--- src/rtl/mips_pkg.sv ---
// rtl/mips_pkg.sv - opcode/funct constants and ALU op-select types for the MIPS EX-stage ALU
package mips_pkg;

    localparam logic [5:0] OPC_R     = 6'd0;
    localparam logic [5:0] OPC_ADDI  = 6'd8;
    localparam logic [5:0] OPC_ADDIU = 6'd9;
    localparam logic [5:0] OPC_SLTI  = 6'd10;
    localparam logic [5:0] OPC_SLTIU = 6'd11;
    localparam logic [5:0] OPC_ANDI  = 6'd12;
    localparam logic [5:0] OPC_ORI   = 6'd13;
    localparam logic [5:0] OPC_XORI  = 6'd14;
    localparam logic [5:0] OPC_LUI   = 6'd15;
    localparam logic [5:0] OPC_LW    = 6'd35;
    localparam logic [5:0] OPC_SW    = 6'd43;

    localparam logic [5:0] FN_SLL  = 6'd0;
    localparam logic [5:0] FN_SRL  = 6'd2;
    localparam logic [5:0] FN_SRA  = 6'd3;
    localparam logic [5:0] FN_SLLV = 6'd4;
    localparam logic [5:0] FN_SRLV = 6'd6;
    localparam logic [5:0] FN_SRAV = 6'd7;
    localparam logic [5:0] FN_ADD  = 6'd32;
    localparam logic [5:0] FN_ADDU = 6'd33;
    localparam logic [5:0] FN_SUB  = 6'd34;
    localparam logic [5:0] FN_SUBU = 6'd35;
    localparam logic [5:0] FN_AND  = 6'd36;
    localparam logic [5:0] FN_OR   = 6'd37;
    localparam logic [5:0] FN_XOR  = 6'd38;
    localparam logic [5:0] FN_NOR  = 6'd39;
    localparam logic [5:0] FN_SLT  = 6'd42;
    localparam logic [5:0] FN_SLTU = 6'd43;

    typedef enum logic [3:0] {
        OP_ZERO, OP_ADD, OP_SUB, OP_AND, OP_OR, OP_XOR, OP_NOR,
        OP_SLT, OP_SLTU, OP_SLL, OP_SRL, OP_SRA, OP_LUI
    } alu_op_e;

    typedef enum logic [1:0] {
        BSEL_REG, BSEL_SEXT, BSEL_ZEXT
    } bsel_e;

    typedef enum logic {
        SHSRC_SHAMT, SHSRC_RS
    } shsrc_e;

    typedef struct packed {
        alu_op_e op;
        shsrc_e  shsrc;
    } alu_sel_t;

    localparam alu_sel_t SEL_ZERO = '{op: OP_ZERO, shsrc: SHSRC_SHAMT};

    // Immediate extension depends only on the opcode, so EX can derive it even when op-select is predecoded.
    function automatic bsel_e imm_bsel(input logic [5:0] opc);
        bsel_e b;
        b = BSEL_REG;
        case (opc)
            OPC_ADDI, OPC_ADDIU, OPC_SLTI, OPC_SLTIU, OPC_LW, OPC_SW: b = BSEL_SEXT;
            OPC_ANDI, OPC_ORI, OPC_XORI:                             b = BSEL_ZEXT;
            default:                                                 b = BSEL_REG;
        endcase
        return b;
    endfunction

endpackage

--- src/rtl/mips_alu_decode.sv ---
// rtl/mips_alu_decode.sv - combinational opcode/funct to op-select, B-select and shift-source map
module mips_alu_decode
    import mips_pkg::*;
(
    input  logic [5:0] opcode,
    input  logic [5:0] funct,
    output alu_op_e    op,
    output bsel_e      bsel,
    output shsrc_e     shsrc
);

    always_comb begin
        op    = OP_ZERO;
        shsrc = SHSRC_SHAMT;
        bsel  = imm_bsel(opcode);
        case (opcode)
            OPC_R: begin
                case (funct)
                    FN_SLL:          op = OP_SLL;
                    FN_SRL:          op = OP_SRL;
                    FN_SRA:          op = OP_SRA;
                    FN_SLLV: begin   op = OP_SLL; shsrc = SHSRC_RS; end
                    FN_SRLV: begin   op = OP_SRL; shsrc = SHSRC_RS; end
                    FN_SRAV: begin   op = OP_SRA; shsrc = SHSRC_RS; end
                    FN_ADD, FN_ADDU: op = OP_ADD;
                    FN_SUB, FN_SUBU: op = OP_SUB;
                    FN_AND:          op = OP_AND;
                    FN_OR:           op = OP_OR;
                    FN_XOR:          op = OP_XOR;
                    FN_NOR:          op = OP_NOR;
                    FN_SLT:          op = OP_SLT;
                    FN_SLTU:         op = OP_SLTU;
                    default:         op = OP_ZERO;
                endcase
            end
            OPC_ADDI, OPC_ADDIU, OPC_LW, OPC_SW: op = OP_ADD;
            OPC_SLTI:                            op = OP_SLT;
            OPC_SLTIU:                           op = OP_SLTU;
            OPC_ANDI:                            op = OP_AND;
            OPC_ORI:                             op = OP_OR;
            OPC_XORI:                            op = OP_XOR;
            OPC_LUI:                             op = OP_LUI;
            default:                             op = OP_ZERO;
        endcase
    end

endmodule

--- src/rtl/mips_alu.sv ---
// rtl/mips_alu.sv - registered 32-bit EX-stage ALU; MIPS_ALU_PREDECODE_EN moves op decode to the ID stage
module mips_alu
    import mips_pkg::*;
(
    input  logic        clk,
    input  logic        rst,
    input  logic [5:0]  opcode_fwd,
    input  logic [5:0]  funct_fwd,
    input  logic [5:0]  opcode,
    input  logic [5:0]  funct,
    input  logic [31:0] rrs,
    input  logic [31:0] rrt_in,
    input  logic [15:0] imm,
    input  logic [4:0]  shamt_in,
    output logic [31:0] rslt
);

    alu_op_e op;
    shsrc_e  shsrc;
    bsel_e   bsel;

`ifdef MIPS_ALU_PREDECODE_EN
    alu_op_e  op_fwd;
    shsrc_e   shsrc_fwd;
    bsel_e    unused_bsel_fwd;
    alu_sel_t sel_d;
    alu_sel_t sel_q;
    logic     unused_funct;

    assign unused_funct = ^funct;

    mips_alu_decode u_decode (
        .opcode (opcode_fwd),
        .funct  (funct_fwd),
        .op     (op_fwd),
        .bsel   (unused_bsel_fwd),
        .shsrc  (shsrc_fwd)
    );

    always_comb begin
        sel_d = '{op: op_fwd, shsrc: shsrc_fwd};
    end

    // Captured every edge: a non-stalling pipeline guarantees the ID instruction is next in EX.
    always_ff @(posedge clk) begin
        if (rst) begin
            sel_q <= SEL_ZERO;
        end else begin
            sel_q <= sel_d;
        end
    end

    assign op    = sel_q.op;
    assign shsrc = sel_q.shsrc;
    assign bsel  = imm_bsel(opcode);
`else
    logic unused_fwd;

    assign unused_fwd = ^{opcode_fwd, funct_fwd};

    mips_alu_decode u_decode (
        .opcode (opcode),
        .funct  (funct),
        .op     (op),
        .bsel   (bsel),
        .shsrc  (shsrc)
    );
`endif

    logic [31:0] opb;
    logic [4:0]  sh;
    logic [31:0] rslt_d;
    logic [31:0] rslt_q;

    always_comb begin
        case (bsel)
            BSEL_SEXT: opb = {{16{imm[15]}}, imm};
            BSEL_ZEXT: opb = {16'h0000, imm};
            default:   opb = rrt_in;
        endcase
        sh = (shsrc == SHSRC_RS) ? rrs[4:0] : shamt_in;
    end

    always_comb begin
        rslt_d = 32'd0;
        case (op)
            OP_ADD:  rslt_d = rrs + opb;
            OP_SUB:  rslt_d = rrs - opb;
            OP_AND:  rslt_d = rrs & opb;
            OP_OR:   rslt_d = rrs | opb;
            OP_XOR:  rslt_d = rrs ^ opb;
            OP_NOR:  rslt_d = ~(rrs | opb);
            OP_SLT:  rslt_d = {31'd0, $signed(rrs) < $signed(opb)};
            OP_SLTU: rslt_d = {31'd0, rrs < opb};
            OP_SLL:  rslt_d = rrt_in << sh;
            OP_SRL:  rslt_d = rrt_in >> sh;
            OP_SRA:  rslt_d = $signed(rrt_in) >>> sh;
            OP_LUI:  rslt_d = {imm, 16'h0000};
            default: rslt_d = 32'd0;
        endcase
    end

    always_ff @(posedge clk) begin
        if (rst) begin
            rslt_q <= 32'd0;
        end else begin
            rslt_q <= rslt_d;
        end
    end

    assign rslt = rslt_q;

endmodule

--- config.mk ---
export PLATFORM = sky130hd
export DESIGN_NAME = mips_alu
export DESIGN_NICKNAME = d
export VERILOG_FILES = /design/src/rtl/mips_pkg.sv /design/src/rtl/mips_alu_decode.sv /design/src/rtl/mips_alu.sv
export SDC_FILE = /design/constraint.sdc
export NUM_CORES = 1
export LEC_CHECK = 0
export CAP_MARGIN = 20
export CORE_MARGIN = 4
export CORE_UTILIZATION = 50
export DETAILED_ROUTE_END_ITERATION = 16
export PLACE_DENSITY = 0.77
export SLEW_MARGIN = 20
export SYNTH_ARGS = -nofsm -noshare
export SYNTH_HDL_FRONTEND = slang
export SYNTH_SLANG_ARGS = --single-unit
export TNS_END_PERCENT = 10
--- constraint.sdc ---
create_clock -name clk -period 11.6 [get_ports clk]
set_input_delay 2.32 -clock clk [delete_from_list [all_inputs] [get_ports clk]]
set_output_delay 2.32 -clock clk [all_outputs]
set_load 0.05 [all_outputs]
=== After elaboration in Yosys (flattened, before gate mapping) ===
Index checks and enable logic that the tools add are counted.

* Bits in registers: 32
* Output and inout bits: 32
* Logic and storage cells: 70

* Add/subtract/negate cells: 2
* Magnitude comparators: 2
* Equality and inequality tests: 39
* Shift operators: 3
* Mux-type cells: 8
* Bitwise gates (word level): 4
* Reduce and logical (&&, ||, !) cells: 11

{| class="wikitable"
|+ Operator list
! operator !! number
|-
| $pmux 32 s12 || 1
|-
| $eq 6x6->1 const B || 12
|-
| $lt 32x32->1 || 2
|-
| $pmux 32 s2 || 1
|-
| $eq 6x4->1 const B || 8
|-
| $pmux 4 s11 || 1
|-
| $add 32x32->32 || 1
|-
| $and 32x32->32 || 1
|-
| $not 32->32 || 1
|-
| $or 32x32->32 || 1
|-
| $pmux 4 s8 || 1
|-
| $shl 32x5->32 || 1
|-
| $shr 32x5->32 || 1
|-
| $sshr 32x5->32 || 1
|-
| $sub 32x32->32 || 1
|-
| $xor 32x32->32 || 1
|-
| $eq 4x4->1 const B || 5
|-
| $eq 6x3->1 const B || 3
|-
| $eq 4x3->1 const B || 4
|-
| $eq 6x2->1 const B || 2
|-
| $logic_not 6->1 || 2
|-
| $reduce_or 2->1 || 5
|-
| $eq 4x2->1 const B || 2
|-
| $reduce_or 3->1 || 2
|-
| other kinds (8) || 9
|}

=== Logic depth before layout (Yosys ltp) ===
* Depth after elaboration: 8
* Mapped depth: 24
* Mapped depth without buffers: 23

=== Modules after synthesis ===
From an unflattened synthesis, not the netlist that was laid out.

* Cells, all modules: 1600
* Area total of the unflattened synthesis: 10591.4 sq um

{| class="wikitable"
|+ Modules (own cells, without submodules)
! module !! times used !! cells an instance !! area each (sq um) !! sequential area each (sq um)
|-
| mips_alu || 1 || 1551 || 10283.6 || 640.6
|-
| mips_alu_decode || 1 || 49 || 307.8 || 0.0
|}

=== Worst setup path after synthesis ===
No wires, ideal clock.

* Path kind: input -> register
* Start: input port opcode[5]
* End: register rslt_q[31] (netlist: rslt[31])
* Library setup time: 0.132 ns
* Arrival time: 6.612 ns
* Required time: 11.468 ns
* Slack: 4.855 ns
* Stages on the path: 21
* Buffers on the path: 2
* Cell sequence: nor2_1 > and2_1 > nand2_1 > a21oi_1 > ha_1 > nor2_1 > clkbuf_1 > a22o_1 > inv_1 > ha_1 > clkbuf_1 > nor3b_1 > o31ai_1 > a21oi_1 > a311oi_1 > o311ai_0 > o311ai_0 > o41ai_1 > o22ai_1 > mux2i_1 > a31oi_1

* Longest elaborated chain between the ends: 8
* Elaborated cells on any way between the ends: 43

{| class="wikitable"
|+ Ends and longest elaborated chain
! item !! line !! text
|-
| from (decl) || mips_alu.sv:9 || <nowiki>input logic [5:0] opcode,</nowiki>
|-
| branches (longest 7 deep; another with $sub 32x32->32) || -- ||
|-
| $pmux 32 s12 * || mips_alu.sv:86 || <nowiki>case (op)</nowiki>
|-
| to (signal assigned) || mips_alu.sv:107 || <nowiki>rslt_q <= rslt_d;</nowiki>
|-
| to (decl) || mips_alu.sv:73 || <nowiki>logic [31:0] rslt_q;</nowiki>
|}

Every way passes the cells marked *.
A chain may end at the register's enable or synchronous reset.

=== Worst setup path after layout ===
* Start: input port opcode[1]
* End: register rslt_q[28] (netlist: rslt[28])

The elaborated chain is that of the path after synthesis.

==> qor.txt <==
initial detailed-routing violation count: 2,501
CORE AREA: 22,100 um^2
Startpoint Class: input pin
mapped cell area: 11,400 um^2
clk buf depth: 2
largest net degree at the start of global routing: 62
Crit Path Max Fanout: 29
crit path time final: 8.23 ns
Slew headroom: 27.1%
Critical path origin: opcode[1]
syn_area_per_cell: 6.92 um^2
FFs w/ async S/R, synth: 0%
Peak VDD IR: 48.8 uV
CTS Buf Count: 5
Area after DPL: 12,600 um^2
FP Rows: 54
largest stage delay on the critical path: 0.71 ns
Max Slew Vio Count: 0
Via density: 7.38
hold_buf cts: 0
layout cells sized above 1: 7.63%
CP max-delay cell: clkdlybuf4s50_1
Die H: 159 um
Post-CTS Setup Bufs: 0
HPWL Detailed: 42.3 mm
EDFF count, synth: 0
syn_nets: 1,861
Initial Util: 51.5%
cell area after layout: 12,800 um^2
cell taking the most area after synthesis: ha_1
GRT Util Overall: 40.5%
Overflow after GRT: 0
die width: 159 um
Synth top area share: 11.2%
layout overhead on the synthesized area: 12.7%
post-synthesis cell type count: 100
Post-synth top cells: a21oi_1 (164), nand2_1 (139), o21ai_0 (117)
Final Hold Fails: 0
Setup Crit Path Kind: in2reg
Final Cycle Share: 71.0%
Top FF cell, synth: dfxtp_1
worst slew pin tran: 1.09 ns
nets@finish: 1,891
max reg flops: 32
Routed WL: 54.8 mm
initial antenna violation count: 2
ant diodes: 0
PwrDens: 68.3 nW/um^2
stages on the worst setup path: 21
critical path's top delay family: compound AO/OA/AOI/OAI gates
leakage power total: 5.04 nW
Hold/Removal Path Class: in2reg
maxcap violations: 0
status: complete, no violations
first-pass GRT wire length: 80.9 mm
CP Cell Sequence: clkdlybuf4s50_1 -> a31oi_1 -> or3_1 -> ha_1 -> buf_4 -> nor2_1 -> buf_4 -> nand2_1 -> o21ai_0 -> ha_1 -> fa_1 -> o21ba_2 -> or4_1 -> a31oi_1 -> nand2_1 -> a31oi_1 -> o211ai_1 -> a21oi_1 -> o21ai_0 -> a32o_1 -> a31oi_1
Initial DRT Pass Iterations: 7
Gate Count Post-Synth: 1,646
CTS Root Cell: clkbuf_16
RSZ-0062 raised after global routing: no
most common cell in the netlist: a21oi_1
vias in the first global route: 13.0k
Boundary Pins: 143
Critical Path Sink: rslt[28]$_SDFF_PP0_
required time of the critical path: 11.81 ns
synth top area cells: ha_1 (11%), a21oi_1 (7.2%), mux4_2 (5.9%)
CP bufs+invs: 3
DR DRC count: 0
DIE AREA: 25,200 um^2
clk sinks: 32
Vias: 14.4k
DRT antenna net count: 0
CP arrival: 8.45 ns
H-tree depth: 2
cell mode on critical path: a31oi_1
CP endpoint kind: flip-flop
TNS Setup: 0 ns
Buffers on Ports: 130
Yosys reg bits: 32
Yosys Warn Count: 0
setup violators final: 0
routed len/inst: 28.0 um
Max Clk Rate: 121 MHz
Clock transition at path regs: 0.06 ns
Final GP Congestion: 1.04
Seq/Total Area, Yosys: 5.63%
TritonCTS clock tree: done
CTS resizes: 0
[tightest hold or removal path, cell delays in order]
cell and delay, ns:
clkdlybuf4s50_1 0.50, a21oi_1 0.17, o41ai_1 0.11, a21oi_1 0.05
[how the worst min path moves through the flow]
stage | start | to | cells past startpoint
3_5_place_dp | rst | rslt[15]$_SDFF_PP0_ | 4
3_3_place_gp | rst | rslt[15]$_SDFF_PP0_ | 4
4_1_cts | rst | rslt[15]$_SDFF_PP0_ | 4
2_1_floorplan | rst | rslt[15]$_SDFF_PP0_ | 3
6_report | rst | rslt[15]$_SDFF_PP0_ | 4
5_1_grt | rst | rslt[9]$_SDFF_PP0_ | 3
[per-layer routing]
layer	GRT usage (%)	wire, um	vias to the layer above
li1	-	-	6325
met4	19.7	3490	2
met2	58.3	22200	1225
met1	56.2	21100	6674
met3	10.5	7960	215
met5	0	19	-
[placed cells by master, fill, tap and decap left out, types with 34 or more instances in the layout]
master / instances
nor2_1: 107
mux2i_1: 42
a31oi_1: 34
inv_1: 110
nand3_1: 78
nand2_1: 138
nor3_1: 45
o21ai_0: 117
a21oi_1: 164
clkdlybuf4s50_1: 130
ha_1: 102
[logic make-up (layout without fill, tap and decap cells)]
| family | count (synthesis) | after routing | synth area share [%] |
|---|---|---|---|
| AND/OR/NAND/NOR | 488 | 488 | 21.1 |
| buffers and inverters | 251 | 282 | 9.57 |
| XOR/XNOR | 10 | 10 | 0.770 |
| flip-flops | 32 | 32 | 5.63 |
| adder cells (fa/ha/maj) | 104 | 104 | 11.6 |
| AO/OA/AOI/OAI | 680 | 680 | 40.9 |
| multiplexers | 81 | 81 | 10.5 |
[layout make-up]
type | instances | area [um^2]
inverter | 111 | 417
clock buffer | 7 | 153
tap | 280 | 350
timing repair buffer | 163 | 1550
multi-input combinational | 1363 | 9690
fill | 2112 | 9270
sequential | 32 | 641
clock inverter | 1 | 30.0
[per-stage QoR]
step | power [W] | hold slack, ns | util [%] | cells | worst slack (ns)
after floorplan | 0.000499 | 2.52 | - | 1646 | 4.86
after global placement | 0.000676 | 3.18 | 57.2 | 1949 | 3.33
after detailed placement | 0.000681 | 3.18 | 57.2 | 1949 | 3.30
after CTS | 0.000851 | 2.88 | 58.1 | 1957 | 3.59
after global routing | 0.000915 | 2.90 | 58.1 | 1957 | 3.08
final | 0.000876 | 2.90 | 58.1 | 1957 | 3.37
[where the power goes]
group          leakage [nW]  switching (W)  internal [W]
Sequential            0.259    0.000000804      0.000113
Clock                0.0901      0.0000567      0.000113
Combinational          4.69       0.000380      0.000212
Total                  5.04       0.000437      0.000438
No activity file was read; power rests on OpenSTA's default activity.
